--- config.mk ---
export PLATFORM = sky130hd
export DESIGN_NAME = bist_resp_analyzer
export DESIGN_NICKNAME = d
export VERILOG_FILES = /design/src/rtl/bist_pkg.sv /design/src/rtl/misr.sv /design/src/rtl/bist_resp_analyzer.sv
export SDC_FILE = /design/constraint.sdc
export NUM_CORES = 1
export LEC_CHECK = 0
export BUFFER_PORTS_ARGS = -buffer_cell sky130_fd_sc_hd__buf_4
export CAP_MARGIN = 30
export CORE_MARGIN = 3
export CORE_UTILIZATION = 58
export CTS_BUF_LIST = sky130_fd_sc_hd__clkbuf_16
export DETAILED_ROUTE_END_ITERATION = 6
export PLACE_DENSITY = 0.8
export RECOVER_POWER = 100
export SLEW_MARGIN = 5
export SYNTH_ARGS = -nofsm -noshare
export SYNTH_HDL_FRONTEND = slang
export SYNTH_SLANG_ARGS = --single-unit
--- constraint.sdc ---
create_clock -name CLK -period 2.2 [get_ports CLK]
set_input_delay 0.11 -clock CLK [delete_from_list [all_inputs] [get_ports CLK]]
set_output_delay 0.11 -clock CLK [all_outputs]
set_load 0.05 [all_outputs]
--- src/rtl/bist_pkg.sv ---
// Shared BIST definitions: analyzer FSM states and default MISR/LFSR constants.
package bist_pkg;

  localparam int unsigned BIST_WIDTH = 16;
  localparam logic [15:0] BIST_POLY  = 16'h002D;  // x^16+x^5+x^3+x^2+1
  localparam logic [15:0] BIST_SEED  = 16'h0000;

  typedef enum logic [1:0] {
    IDLE = 2'd0,
    RUN  = 2'd1,
    CMP  = 2'd2,
    DONE = 2'd3
  } state_e;

endpackage : bist_pkg

--- src/rtl/misr.sv ---
// Two-input multiple-input signature register with synchronous load of SEED.
module misr
  import bist_pkg::*;
#(
  parameter int unsigned      WIDTH = BIST_WIDTH,
  parameter logic [WIDTH-1:0] POLY  = WIDTH'(BIST_POLY),
  parameter logic [WIDTH-1:0] SEED  = WIDTH'(BIST_SEED)
) (
  input  logic             CLK,
  input  logic             RST,
  input  logic             load,
  input  logic             en,
  input  logic [1:0]       d,
  output logic [WIDTH-1:0] q
);

  logic [WIDTH-1:0] next_c;

  // Galois-style shift with MSB feedback, responses folded into the two LSBs
  always_comb begin
    next_c = {q[WIDTH-2:0], 1'b0} ^ (q[WIDTH-1] ? POLY : '0) ^ {{(WIDTH-2){1'b0}}, d};
  end

  // Signature register: reset/load to SEED, otherwise advance when enabled
  always_ff @(posedge CLK) begin
    if (RST || load) begin
      q <= SEED;
    end else if (en) begin
      q <= next_c;
    end
  end

endmodule : misr

--- src/rtl/bist_resp_analyzer.sv ---
// BIST output response analyzer: compacts CUT responses into a MISR over a
// fixed pattern window and compares the final signature with GOLDEN.
module bist_resp_analyzer
  import bist_pkg::*;
#(
  parameter int unsigned      WIDTH      = BIST_WIDTH,
  parameter logic [WIDTH-1:0] POLY       = WIDTH'(BIST_POLY),
  parameter logic [WIDTH-1:0] SEED       = WIDTH'(BIST_SEED),
  parameter int unsigned      N_PATTERNS = 500,
  parameter int unsigned      SKIP       = 2,
  parameter logic [WIDTH-1:0] GOLDEN     = WIDTH'(16'hA5C3)
) (
  input  logic             CLK,
  input  logic             RST,
  input  logic             bist_start,
  input  logic             out_synced_d,
  input  logic             out_sync_err_d,
  output logic             bist_end,
  output logic             pass_fail,
  output logic [WIDTH-1:0] signature
);

  localparam int unsigned      CNT_W    = $clog2(SKIP + N_PATTERNS + 1);
  localparam logic [CNT_W-1:0] CNT_LAST = CNT_W'(SKIP + N_PATTERNS - 1);
  localparam logic [CNT_W:0]   SKIP_X   = (CNT_W+1)'(SKIP);

  state_e           state_q, state_d;
  logic [CNT_W-1:0] cnt_q, cnt_d;
  logic             bist_end_d, pass_fail_d;
  logic             misr_load_c, misr_en_c;

  misr #(
    .WIDTH (WIDTH),
    .POLY  (POLY),
    .SEED  (SEED)
  ) u_misr (
    .CLK  (CLK),
    .RST  (RST),
    .load (misr_load_c),
    .en   (misr_en_c),
    .d    ({out_synced_d, out_sync_err_d}),
    .q    (signature)
  );

  // State, cycle counter and verdict registers
  always_ff @(posedge CLK) begin
    if (RST) begin
      state_q   <= IDLE;
      cnt_q     <= '0;
      bist_end  <= 1'b0;
      pass_fail <= 1'b0;
    end else begin
      state_q   <= state_d;
      cnt_q     <= cnt_d;
      bist_end  <= bist_end_d;
      pass_fail <= pass_fail_d;
    end
  end

  // Next-state, counter, MISR control and verdict logic
  always_comb begin
    state_d     = state_q;
    cnt_d       = cnt_q;
    bist_end_d  = bist_end;
    pass_fail_d = pass_fail;
    misr_load_c = 1'b0;
    misr_en_c   = 1'b0;
    case (state_q)
      IDLE, DONE: begin
        if (bist_start) begin
          state_d     = RUN;
          cnt_d       = '0;
          bist_end_d  = 1'b0;
          pass_fail_d = 1'b0;
          misr_load_c = 1'b1;
        end
      end
      RUN: begin
        cnt_d = cnt_q + CNT_W'(1);
        // cnt >= SKIP, written so it stays non-constant when SKIP is 0
        misr_en_c = ({1'b0, cnt_q} + (CNT_W+1)'(1)) > SKIP_X;
        if (cnt_q == CNT_LAST) begin
          state_d = CMP;
        end
      end
      CMP: begin
        pass_fail_d = (signature == GOLDEN);
        bist_end_d  = 1'b1;
        state_d     = DONE;
      end
      default: begin
        state_d = IDLE;
      end
    endcase
  end

endmodule : bist_resp_analyzer
==> impl_summary.log <==
[metrics] portion of synthesized cell area occupied by the leading cell type: 30.7%
[metrics] power density over cell area: 874 nW/um2
[metrics] RSZ-0062 raised after global routing: false
[metrics] Setup CP Type: flop to flop
[metrics] via count of the first global-routing pass: 1,606
[metrics] Tightest Hold Check Type: input port to flop
[metrics] flip-flop cell with the highest count after synthesis: sky130_fd_sc_hd__dfxtp_1
[metrics] maximum achievable frequency: 506 MHz
[metrics] DP Worst Slack: 248 ps
[metrics] critical path arrival: 2130 ps
[metrics] fraction of the mapped netlist area in simple logic gates: 25.4%
[metrics] Placed Instances: 282
[metrics] max-slew violation count: 0
[metrics] non-filler instance count after layout: 289
[metrics] top-level port count: 23
[metrics] Mapped Area: 1890 um2
[metrics] remaining antenna violation count after routing: 0
[metrics] H-Tree Depth: 2
[metrics] post-CTS setup buffer count: 0
[metrics] area growth from synthesis to layout: 8.60%
[metrics] count of cells along the worst register-to-register path: 6
[metrics] internal power contribution: 1.14 mW
[metrics] Antenna diodes: 0
[metrics] cell leakage power: 0.697 nW
[metrics] main combinational cell family by area after synthesis: simple AND/OR/NAND/NOR gates
[metrics] required time of the worst setup path: 2360 ps
[metrics] EDFF count, synth: 0
[metrics] worst setup slack for register-to-register paths: 230 ps
[metrics] initial cell density of the core: 61.5%
[metrics] mean instance size in the synthesized netlist: 8.02 um2
[metrics] Flop pwr share: 32.4%
[metrics] first-pass iteration count of the detailed router: 4
[metrics] ranking of synthesized cells by area: sky130_fd_sc_hd__dfxtp_1 31%, sky130_fd_sc_hd__o32a_1 5.8%, sky130_fd_sc_hd__buf_4 5.6%
[metrics] final number of hold-violating endpoints: 0
[metrics] via count of the routed design: 1,733
[metrics] clk sink count: 29
[metrics] cell depth of the worst hold path: 2
[metrics] share of the synthesized area in compound gates (AO/OA/AOI/OAI): 24.7%
[metrics] Chip Width: 63.1 um
[metrics] fraction of synthesized cell area in xor and xnor cells: 2.31%
[metrics] fin crit share: 89.7%
[metrics] flip-flop and latch count after synthesis: 29
[metrics] Crit Reg-Reg Startpoint: cnt_q[0]
[metrics] TritonCTS Buffers: 5
[metrics] share of synthesized area occupied by flip-flops and latches: 30.7%
[metrics] count of nets after finishing: 255
[metrics] Final setup violation count: 0
[metrics] result of the run: finished clean
[metrics] std cell rows: 20
[metrics] detailed placer's ending HPWL: 2.92 mm
[metrics] Reg2Reg Capture Point: u_misr.q[5]
[metrics] post-CTS clock slew at the launch and capture registers of the worst setup and hold paths: 50 ps
[metrics] part of the total power dissipated in the clock network: 34.3%
[metrics] WL final: 4.16 mm
[metrics] count of hold-fix buffers inserted at cts: 0
[metrics] RePlAce Congestion: 0.851
[metrics] HP Start: RST
[metrics] antenna violations before repair: 0
[metrics] Syn. warnings: 0
[metrics] switching power as a share of total power: 36.8%
[metrics] share of synthesized registers carrying an async set or reset: 0%
[metrics] post-layout util: 66.7%
[metrics] Avg WL per Cell: 14.4 um
[metrics] kind of end point of the critical path: flop
[metrics] vertical extent of the die: 63.1 um
[metrics] total non-filler cell area in the finished layout: 2050 um2
[metrics] startpoint class of the critical path: flop
[metrics] Resized cells post-CTS: 0
[metrics] final worst-path setup slack: 226 ps
[metrics] sum of overflow across all layers after global routing: 0
[metrics] area of all sequential standard cells: 581 um2
[metrics] setup clock skew after layout: 4.49 ps
[metrics] maximum fanout along the worst path: 9
[metrics] TritonCTS clock tree: done
[metrics] TNS Setup: 0 ps
[metrics] Max-cap violations: 0
[metrics] placeable core region: 3080 um2
[metrics] global-route wire length before repair: 7.38 mm
[metrics] Yosys top cell by area: sky130_fd_sc_hd__dfxtp_1
[metrics] max_slew headroom: 55.6%
[metrics] detail-routed via count per cell: 6.00
[metrics] number of distinct library cell variants in the gate-level netlist after synthesis: 43
[metrics] cell count after synthesis: 236
[metrics] worst hold endpoint: pass_fail
[metrics] syn nets: 246
[metrics] layout cell share with drive strength beyond 1: 9.39%
[metrics] Clock Latency Late Sink: 270 ps
[metrics] multi-input combinational cell area: 1070 um2
[metrics] total global routing track utilization: 23.4%
[metrics] number of buffers on the longest clock path: 2
[metrics] total DRC errors in the routed layout: 0
[metrics] initial drt markers: 147
[metrics] area share of fa/ha/maj cells after synthesis: 3.31%
[metrics] Worst Tran Pin Value: 662 ps
[metrics] count of fill cells added during filler insertion: 298
[metrics] pin count of the biggest net entering global routing: 21
[metrics] number of input and output port buffers inserted: 22
[metrics] multiplexer area fraction after synthesis: 1.12%
[metrics] root cell of the clock tree: sky130_fd_sc_hd__clkbuf_16
[metrics] Hold Worst Slack: 125 ps
[metrics] Cell Area, Placed: 1990 um2
[metrics] Final Critical Period: 1970 ps
[metrics] Final Total Pwr: 1.80 mW
[metrics] net load switching power: 0.660 mW
[metrics] maximum VDD drop: 0.000536 V
[metrics] total die area: 3980 um2
[metrics] share of total power in combinational logic: 33.3%
==> kinds of logic (layout without fill, tap and decap cells) <==
| logic type | count (synthesis) | after routing |
|---|---|---|
| AOI/OAI and AO/OA | 60 | 60 |
| xor gates and xnor gates | 5 | 5 |
| adders and majority gates | 5 | 5 |
| buffers and inverters | 43 | 52 |
| DFF | 29 | 29 |
| muxes | 2 | 2 |
| and+or+nand+nor | 92 | 92 |
==> cell type report <==
type | count | area share, %
Clock inverter | 2 | 0.365
Sequential cell | 29 | 28.3
Clock buffer | 5 | 6.09
Multi-Input combinational cell | 164 | 52.3
Inverter | 15 | 2.74
Timing Repair Buffer | 30 | 7.55
Tap cell | 44 | 2.68
==> power by group through the flow <==
stage | clock network, mW | registers, mW | logic, mW
global route | 0.657 | 0.585 | 0.673
global placement | 0 | 0.590 | 0.594
floorplan | 0 | 0.620 | 0.405
detailed placement | 0 | 0.591 | 0.604
finish | 0.616 | 0.582 | 0.598
CTS | 0.626 | 0.582 | 0.607
==> per-layer routing <==
layer,vias to the layer above,GRT usage (%),part of all wire (%)
met5,-,0,0
met4,0,9.37,1.4
met3,5,7.31,3.6
met2,41,37.4,49
met1,818,29.0,46
li1,869,-,-
==> worst max-delay path, cell delays in order (launching register included) <==
cell,delay (ps)
sky130_fd_sc_hd__dfxtp_1,330
sky130_fd_sc_hd__ha_1,330
sky130_fd_sc_hd__and3_1,200
sky130_fd_sc_hd__o2111ai_1,170
sky130_fd_sc_hd__a22oi_4,370
sky130_fd_sc_hd__nand2_4,110
sky130_fd_sc_hd__a221o_1,360
==> worst max-delay path by stage <==
stage,start,endpoint,cells after the start
global placement,cnt_q[0],u_misr.q[5],6
floorplan,cnt_q[0],u_misr.q[5],7
CTS,cnt_q[1],u_misr.q[5],6
global route,cnt_q[1],u_misr.q[8],7
finish,cnt_q[0],u_misr.q[5],6
detailed placement,cnt_q[1],u_misr.q[5],6
==> cells in the final DEF, fill, tap and decap left out, types with 7 or more instances in the layout <==
master / Yosys / routed
sky130_fd_sc_hd__a21oi_1: 12 / 12
sky130_fd_sc_hd__and3_1: 7 / 7
sky130_fd_sc_hd__buf_4: 14 / 11
sky130_fd_sc_hd__clkbuf_1: 6 / 18
sky130_fd_sc_hd__dfxtp_1: 29 / 29
sky130_fd_sc_hd__inv_1: 15 / 16
sky130_fd_sc_hd__nand2_1: 23 / 23
sky130_fd_sc_hd__nand3_1: 15 / 15
sky130_fd_sc_hd__nor2_1: 22 / 22
sky130_fd_sc_hd__o211ai_1: 11 / 11
sky130_fd_sc_hd__o32a_1: 11 / 11
==> flip-flops by register name, indices dropped and copies added (netlist names) <==
signal,cells
state_q,2
u_misr.q,16
cnt_q,9
bist_end,1
pass_fail,1
==> Yosys cell counts (2+ instances only) <==
cell type,number
sky130_fd_sc_hd__and4_1,3
sky130_fd_sc_hd__nor3_1,4
sky130_fd_sc_hd__nor2_1,22
sky130_fd_sc_hd__o32a_1,11
sky130_fd_sc_hd__nor4_1,4
sky130_fd_sc_hd__a221o_1,5
sky130_fd_sc_hd__clkbuf_1,6
sky130_fd_sc_hd__nand4_1,4
sky130_fd_sc_hd__inv_1,15
sky130_fd_sc_hd__buf_6,2
sky130_fd_sc_hd__ha_1,5
sky130_fd_sc_hd__nand2_1,23
sky130_fd_sc_hd__a22oi_1,4
sky130_fd_sc_hd__o211ai_1,11
sky130_fd_sc_hd__nand2b_1,2
sky130_fd_sc_hd__a21o_1,2
sky130_fd_sc_hd__buf_2,6
sky130_fd_sc_hd__o21ai_0,5
sky130_fd_sc_hd__and3_1,7
sky130_fd_sc_hd__buf_4,14
sky130_fd_sc_hd__nand3_1,15
sky130_fd_sc_hd__a21oi_1,12
sky130_fd_sc_hd__xnor2_1,5
sky130_fd_sc_hd__dfxtp_1,29
sky130_fd_sc_hd__o21ai_1,2
Note: power is estimated with default switching activity, not from simulation.
